[src/rtl/uart_byte_fifo_if.sv]
// uart_byte_fifo_if: the write side, read side and status signals of the byte FIFO.
//   master : producer/consumer side (drives wr_en, wr_data, rd_take, ovf_clr)
//   slave  : the FIFO itself (drives full, overflow, rd_valid, rd_data, count, high_water)
// DEPTH and WIDTH must match the parameters of the uart_byte_fifo instance that uses it.
interface uart_byte_fifo_if #(
    parameter int unsigned DEPTH = 16,
    parameter int unsigned WIDTH = 8
);
    localparam int unsigned AW = $clog2(DEPTH);

    logic             wr_en;
    logic [WIDTH-1:0] wr_data;
    logic             full;
    logic             overflow;
    logic             ovf_clr;
    logic             rd_valid;
    logic [WIDTH-1:0] rd_data;
    logic             rd_take;
    logic [AW:0]      count;
    logic [AW:0]      high_water;

    modport master (
        output wr_en, wr_data, ovf_clr, rd_take,
        input  full, overflow, rd_valid, rd_data, count, high_water
    );

    modport slave (
        input  wr_en, wr_data, ovf_clr, rd_take,
        output full, overflow, rd_valid, rd_data, count, high_water
    );
endinterface

[src/rtl/uart_byte_fifo.sv]
// uart_byte_fifo: first-word fall-through byte FIFO between the UART receiver and transmitter.
// Buffers bursts of received bytes, flags dropped writes (sticky overflow) and tracks the
// occupancy high-water mark for debug visibility.
// Ports:
//   clk  : system clock, rising edge
//   rst  : synchronous active-high reset
//   bus  : uart_byte_fifo_if.slave
//          wr_en/wr_data      write strobe and byte
//          rd_valid/rd_data   head entry (combinational read of the head slot)
//          rd_take            consumer has taken the head
//          full/count         occupancy status
//          overflow           sticky dropped-write flag
//          high_water         max occupancy since reset or ovf_clr
//          ovf_clr            clears overflow and reloads high_water with the new count
module uart_byte_fifo #(
    parameter int unsigned DEPTH = 16,
    parameter int unsigned WIDTH = 8
) (
    input logic             clk,
    input logic             rst,
    uart_byte_fifo_if.slave bus
);
    localparam int unsigned AW = $clog2(DEPTH);
    localparam logic [AW:0] FullCount = (AW + 1)'(DEPTH);

    logic [WIDTH-1:0] mem [DEPTH];

    logic [AW-1:0] wr_ptr_q, wr_ptr_d;
    logic [AW-1:0] rd_ptr_q, rd_ptr_d;
    logic [AW:0]   count_q, count_d;
    logic [AW:0]   high_water_q, high_water_d;
    logic          overflow_q, overflow_d;

    logic full, rd_valid;
    logic do_rd, do_wr, drop;

    // Status comes only from registered count: no input-to-output combinational path.
    assign rd_valid = (count_q != '0);
    assign full     = (count_q == FullCount);

    // A write while full is still accepted if the head leaves in the same cycle.
    assign do_rd = bus.rd_take & rd_valid;
    assign do_wr = bus.wr_en & (~full | do_rd);
    assign drop  = bus.wr_en & ~do_wr;

    always_comb begin
        wr_ptr_d     = wr_ptr_q;
        rd_ptr_d     = rd_ptr_q;
        count_d      = count_q;
        overflow_d   = overflow_q;
        high_water_d = high_water_q;

        if (do_wr) begin
            wr_ptr_d = wr_ptr_q + AW'(1);
        end
        if (do_rd) begin
            rd_ptr_d = rd_ptr_q + AW'(1);
        end

        if (do_wr && !do_rd) begin
            count_d = count_q + (AW + 1)'(1);
        end else if (do_rd && !do_wr) begin
            count_d = count_q - (AW + 1)'(1);
        end

        // A drop in the same cycle as a clear wins: the loss must stay visible.
        if (drop) begin
            overflow_d = 1'b1;
        end else if (bus.ovf_clr) begin
            overflow_d = 1'b0;
        end

        if (bus.ovf_clr || (count_d > high_water_q)) begin
            high_water_d = count_d;
        end
    end

    always_ff @(posedge clk) begin
        if (rst) begin
            wr_ptr_q     <= '0;
            rd_ptr_q     <= '0;
            count_q      <= '0;
            overflow_q   <= 1'b0;
            high_water_q <= '0;
        end else begin
            wr_ptr_q     <= wr_ptr_d;
            rd_ptr_q     <= rd_ptr_d;
            count_q      <= count_d;
            overflow_q   <= overflow_d;
            high_water_q <= high_water_d;
        end
    end

    // Storage is intentionally not reset.
    always_ff @(posedge clk) begin
        if (!rst && do_wr) begin
            mem[wr_ptr_q] <= bus.wr_data;
        end
    end

    assign bus.rd_data    = mem[rd_ptr_q];
    assign bus.rd_valid   = rd_valid;
    assign bus.full       = full;
    assign bus.count      = count_q;
    assign bus.overflow   = overflow_q;
    assign bus.high_water = high_water_q;

endmodule

[src/flat_wrapper.sv]
// flat-port wrapper written by rule: the top's interface ports become plain ports
module uart_byte_fifo_flat 
#(
    parameter int unsigned DEPTH = 16,
    parameter int unsigned WIDTH = 8
)
  (clk, rst, bus_wr_en, bus_wr_data, bus_ovf_clr, bus_rd_take, bus_full, bus_overflow, bus_rd_valid, bus_rd_data, bus_count, bus_high_water);
  uart_byte_fifo_if #(.DEPTH(DEPTH), .WIDTH(WIDTH)) bus_i ();
  input logic clk;
  input logic rst;
  input wire logic [$bits(bus_i.wr_en)-1:0] bus_wr_en;
  input wire logic [$bits(bus_i.wr_data)-1:0] bus_wr_data;
  input wire logic [$bits(bus_i.ovf_clr)-1:0] bus_ovf_clr;
  input wire logic [$bits(bus_i.rd_take)-1:0] bus_rd_take;
  output wire logic [$bits(bus_i.full)-1:0] bus_full;
  output wire logic [$bits(bus_i.overflow)-1:0] bus_overflow;
  output wire logic [$bits(bus_i.rd_valid)-1:0] bus_rd_valid;
  output wire logic [$bits(bus_i.rd_data)-1:0] bus_rd_data;
  output wire logic [$bits(bus_i.count)-1:0] bus_count;
  output wire logic [$bits(bus_i.high_water)-1:0] bus_high_water;
  assign bus_i.wr_en = bus_wr_en;
  assign bus_i.wr_data = bus_wr_data;
  assign bus_i.ovf_clr = bus_ovf_clr;
  assign bus_i.rd_take = bus_rd_take;
  assign bus_full = bus_i.full;
  assign bus_overflow = bus_i.overflow;
  assign bus_rd_valid = bus_i.rd_valid;
  assign bus_rd_data = bus_i.rd_data;
  assign bus_count = bus_i.count;
  assign bus_high_water = bus_i.high_water;
  uart_byte_fifo #(.DEPTH(DEPTH), .WIDTH(WIDTH)) u_core (.clk(clk), .rst(rst), .bus(bus_i));
endmodule
[config.mk]
export PLATFORM = sky130hd
export DESIGN_NAME = uart_byte_fifo_flat
export DESIGN_NICKNAME = d
export VERILOG_FILES = /design/src/rtl/uart_byte_fifo_if.sv /design/src/rtl/uart_byte_fifo.sv /design/src/flat_wrapper.sv
export SDC_FILE = /design/constraint.sdc
export NUM_CORES = 1
export LEC_CHECK = 0
export CAP_MARGIN = 20
export CELL_PAD_IN_SITES_DETAIL_PLACEMENT = 2
export CELL_PAD_IN_SITES_GLOBAL_PLACEMENT = 2
export CORE_MARGIN = 2
export CORE_UTILIZATION = 40
export CTS_CLUSTER_DIAMETER = 80
export DETAILED_ROUTE_END_ITERATION = 12
export GPL_TIMING_DRIVEN = 0
export PLACE_DENSITY_LB_ADDON = 0.1
export SYNTH_ARGS = -nofsm -noshare
export SYNTH_HDL_FRONTEND = slang
export SYNTH_SLANG_ARGS = --single-unit
[constraint.sdc]
create_clock -name clk -period 5.1 [get_ports clk]
set_input_delay 0.765 -clock clk [delete_from_list [all_inputs] [get_ports clk]]
set_output_delay 0.765 -clock clk [all_outputs]
set_load 0.02 [all_outputs]
# After elaboration in Yosys (flattened, before gate mapping)
# Memories as Yosys holds them, arrays and structs flattened. A register that Yosys moved wholly into a read port is not among the register bits.
# Index checks and enable logic that the tools add are counted.
# op_classes
n_addsub	4
order_cmp	1
n_eq_ne	1
mux	8
bitwise_logic	6
n_reduce_logical	9
# ops
operator	n
$mux 5	2
$add 4x1->4 const B	2
$mux 4	2
$add 5x1->5 const B	1
$eq 5x5->1 const B	1
$gt 5x5->1	1
$reduce_bool 5->1	1
$sub 5x1->5 const B	1
$mux 1	4
$and 1x1->1	3
$logic_and 1x1->1	3
$logic_not 1->1	3
$not 1->1	2
$reduce_bool 2->1	1
$logic_or 1x1->1	1
$or 1x1->1	1
# totals
regBits	19
ram_bits	128
inputBits	13
memories	1
# memory_table
memory	depth	word_bits	rd	rd_ports_with_merged_regs	write_ports	line_no	source
u_core.mem	16	8	1	1	1	uart_byte_fifo.sv:26	logic [WIDTH-1:0] mem [DEPTH];

# Longest topological paths before layout
# logic_depth
depth_word	10
mapped_depth	14

# Worst setup path before layout
# No wires, ideal clock.
# synth_path
kind	flip-flop to flip-flop
from	reg u_core.count_q[0], in the netlist u_core.bus.count[0]
to	reg u_core.high_water_q[4], in the netlist u_core.bus.high_water[4]
setup_ns	0.126
t_arrival_ns	2.971
required_ns	4.974
path_slack_ns	2.003
stages_incl_launch_ff	15
path_buffers	1
synth_period_minus_slack_ns	3.097
path_cell_list	dfxtp_1 inv_1 ha_1 or4b_1 buf_2 nor2b_4 a21oi_2 xor2_1 inv_1 ha_1 nand3_1 o21bai_1 a21oi_1 mux2i_1 nor2_1
# synth_between
elab_chain_len	10
word_cells_on_any_way	16
classes_between	2 x add/sub; 1 x order compare; 1 x eq/ne; 2 x mux; 4 x bitwise; 6 x reduce/logical
# synth_lines
element	line_no	source
start, declared	uart_byte_fifo.sv:30	logic [AW:0] count_q, count_d;
start signal, assigned	uart_byte_fifo.sv:88	count_q <= count_d;
$reduce_bool 5->1 *	uart_byte_fifo.sv:38	assign rd_valid = (count_q != '0);
net bus_rd_valid	flat_wrapper.sv:17	output wire logic [$bits(bus_i.rd_valid)-1:0] bus_rd_valid;
$and 1x1->1 *	uart_byte_fifo.sv:42	assign do_rd = bus.rd_take & rd_valid;
$or 1x1->1	uart_byte_fifo.sv:43	assign do_wr = bus.wr_en & (~full | do_rd);
$and 1x1->1	uart_byte_fifo.sv:43	
$logic_not 1->1	uart_byte_fifo.sv:62	end else if (do_rd && !do_wr) begin
$logic_and 1x1->1	uart_byte_fifo.sv:62	
$mux 5	uart_byte_fifo.sv:62	
$mux 5 *	uart_byte_fifo.sv:60	if (do_wr && !do_rd) begin
net u_core.count_d[3]	uart_byte_fifo.sv:30	
$gt 5x5->1 *	uart_byte_fifo.sv:73	if (bus.ovf_clr || (count_d > high_water_q)) begin
$logic_or 1x1->1 *	uart_byte_fifo.sv:73	
end signal, assigned	uart_byte_fifo.sv:90	high_water_q <= high_water_d;
end, declared	uart_byte_fifo.sv:31	logic [AW:0] high_water_q, high_water_d;
# Mark *: on every way through the listed nets, which the timed path passes. The rest lies on a longest branch.
# A chain may end at the register's enable or synchronous reset.

==> results.md <==
- Status: finished, final reports clean
- Synth unique cells: 41
- Max_cap viols: 0
- Post-synth EDFFs: 128
- Slew at the pin closest to its max-slew limit: 0.846 ns
- H-tree Lvls: 4
- Clock transition at path regs: 0.06 ns
- Die Y: 127 um
- Sum Neg Setup Slack: 0 ns
- Share of post-route cells with drive strength above 1: 21.5%
- Routed wire length: 14900 um
- Area share of the largest cell type after synthesis: 63.5%
- Vias in the first global route: 3508
- Fin crit share: 73.4%
- Reg2Reg Setup Slack: 1.44 ns
- Residual DRC count: 0
- # IOs: 34
- Sequential share of the synthesized area: 71.1%
- Min-Delay Path Class: reg2reg
- Final Util: 49.2%
- Initial Util: 41.4%
- # clock sinks: 151
- Count leader, synth: edfxtp_1
- Crit-path max FO: 10
- Drt via density: 5.43
- TritonCTS Buffers: 17
- Synth Area in Compound Gates: 2.58%
- DR vias: 3125
- Initial antenna violation count: 0
- Wire length per cell: 26.0 um
- Adder-Cell Fraction of Synth Area: 2.48%
- Final Skew: 0.0200 ns
- Mux share of post-synthesis cell area: 15.2%
- Setup slack at placement: 1.12 ns
- Largest family of logic cells by synthesized area: multiplexers
- Main flop type after synthesis: edfxtp_1
- Mean Syn Cell Area: 18.6 um^2
- R2R cell count: 13
- Post-CTS Resized: 0
- CP Data Required Time: 4.34 ns
- Post-CTS setup buffers: 0
- Hold WS: 0.506 ns
- Core ar.: 0.0146 mm^2
- Synth Instances: 326
- Post-DP HPWL: 10400 um
- Ys Warns: 0
- Top post-synthesis cells by area: edfxtp_1 63%, mux4_2 15%, dfxtp_1 7.6%
- Hold EP: u_core.bus.overflow$_SDFFE_PP0P_
- Critical path capture point type: output pin
- IO buf count: 33
- Syn Nets: 351
- CP Launch Type: flip-flop
- Clock buffer depth: 2
- Synth Area in Simple Gates: 5.54%
- Cell Pwr Density: 508 mW/mm^2
- Clock latency at the later pin of the worst-skew pair: 0.42 ns
- Clock Root Buffer: clkbuf_16
- Max VDD drop: 0.000248 V
- Area occupied by multi-input gates: 0.00164 mm^2
- Global-route wire length before repair: 23000 um
- FF-to-FF End: u_core.bus.high_water[0]$_SDFFE_PP0P_
- Fmax: 267 MHz
- Final Slew Violations: 0
- Flops & latches, synth: 151
- RSZ-0062 raised after global routing: no
- DRT antenna net count: 0
- Tot Pwr: 3.66 mW
- First-pass detailed-route iteration total: 4
- Hold-fix buffers, CTS: 0
- Layout filler cell count: 1310
- Synth Cell Area: 0.00606 mm^2
- RR Startpoint: u_core.bus.count[0]$_SDFF_PP0_
- Final Worst Setup Slack: 1.36 ns
- Gpl congestion: 0.757
- Overflow after GRT: 0
- Crit path DAT: 2.98 ns
- Die footprint: 0.0161 mm^2
- Async S/R FF share, synth: 0%
- # diodes: 0
- CTS tree: done
- Crit Path Class: reg2out
- Tmin final: 3.74 ns
- Final setup viols: 0
- Hold_sp: u_core.bus.overflow$_SDFFE_PP0P_
- Die width: 127 um
- Commonest cells in the netlist: 128 x edfxtp_1, 40 x mux4_2, 31 x nor2_1, 23 x dfxtp_1, 14 x inv_1
- Synth area leader: edfxtp_1
- Largest net degree at the start of global routing: 17
- Rows: 44
- Final Hold Fails: 0
- Slew margin rel.: 43.4%
- Leakage: 2.34 nW
- Xor/xnor share of the synthesized area: 1.28%
- Final nets: 403
- Worst hold path depth: 2
- Gr usage total: 20.3%
- FF+latch area: 0.00430 mm^2
- Initial DRC count: 228
- Area Overhead vs Synth: 19.0%
## layout make-up
cell class | count | area share [%]
Buffer | 12 | 0.816
Clock buffer | 23 | 6.79
Clock inverter | 9 | 1.37
Inverter | 14 | 0.729
Multi-Input combinational cell | 149 | 22.8
Sequential cell | 151 | 59.7
Tap cell | 184 | 3.20
Timing Repair Buffer | 33 | 4.58
## worst max-delay path: stages, from the launching register on
cell             delay (ns)
dfxtp_1                0.47
buf_1                  0.59
mux4_2                 0.45
mux4_2                 0.49
clkdlybuf4s50_1        0.55
## worst max-delay path by stage
stage,endpoint,depth (start not counted),slack (ns),from
floorplan,u_core.bus.high_water[4]$_SDFFE_PP0P_,14,2.00,u_core.bus.count[0]$_SDFF_PP0_
global placement,u_core.bus.high_water[1]$_SDFFE_PP0P_,12,1.24,bus_rd_take
detailed placement,u_core.bus.high_water[2]$_SDFFE_PP0P_,12,1.12,bus_rd_take
CTS,bus_rd_data[1],4,1.26,flip-flop
global route,u_core.bus.high_water[0]$_SDFFE_PP0P_,13,1.13,u_core.bus.count[0]$_SDFF_PP0_
finish,bus_rd_data[0],4,1.36,flip-flop
## sequential cells by signal, summed over array words and instances, names as in the netlist, named ones only
| signal | count |
|---|---|
| u_core.rd_ptr_q | 4 |
| u_core.bus.high_water | 5 |
| u_core.bus.overflow | 1 |
| u_core.bus.count | 5 |
| u_core.wr_ptr_q | 4 |
| u_core.mem | 128 |
## report_power, final
| part | internal [mW] | switching [mW] | total, mW |
|---|---|---|---|
| Combinational | 0.471 | 0.520 | 0.991 |
| Sequential | 1.38 | 0.0433 | 1.43 |
| Clock | 0.771 | 0.470 | 1.24 |
## layer usage
metal	global-route usage, %	routed length, um	vias to the layer above
li1	-	-	1390
met1	26.2	6470	1682
met2	34.3	7930	49
met3	5.15	450	4
met4	5.62	72	0
met5	0	0	-
## metrics by stage
stage / cells / area, um^2
after global placement: 543 / 6620
after CTS: 575 / 7200
after floorplan: 326 / 6060
final: 575 / 7200
after global routing: 575 / 7200
after detailed placement: 543 / 6620
## cells in the final DEF (no fill, tap or decap), types with 3 or more instances in the layout
| cell type | n |
|---|---|
| a21oi_1 | 4 |
| buf_1 | 5 |
| buf_4 | 3 |
| clkbuf_1 | 5 |
| clkbuf_16 | 18 |
| clkdlybuf4s50_1 | 33 |
| clkinv_2 | 6 |
| dfxtp_1 | 23 |
| edfxtp_1 | 128 |
| ha_1 | 12 |
| inv_1 | 14 |
| mux4_2 | 40 |
| nand2_1 | 10 |
| nand2b_1 | 5 |
| nand3_1 | 4 |
| nor2_1 | 31 |
| nor3_1 | 3 |
| o22ai_1 | 4 |
| xor2_1 | 6 |
## cells by family (layout without fill, tap and decap cells)
logic type / Yosys count / in the layout
XOR/XNOR: 8 / 8
flip-flops: 151 / 151
AO/OA/AOI/OAI: 20 / 20
adder cells (fa/ha/maj): 12 / 12
AND/OR/NAND/NOR: 67 / 67
multiplexers: 42 / 42
buffers and inverters: 26 / 91
No activity file was read; power rests on OpenSTA's default activity.
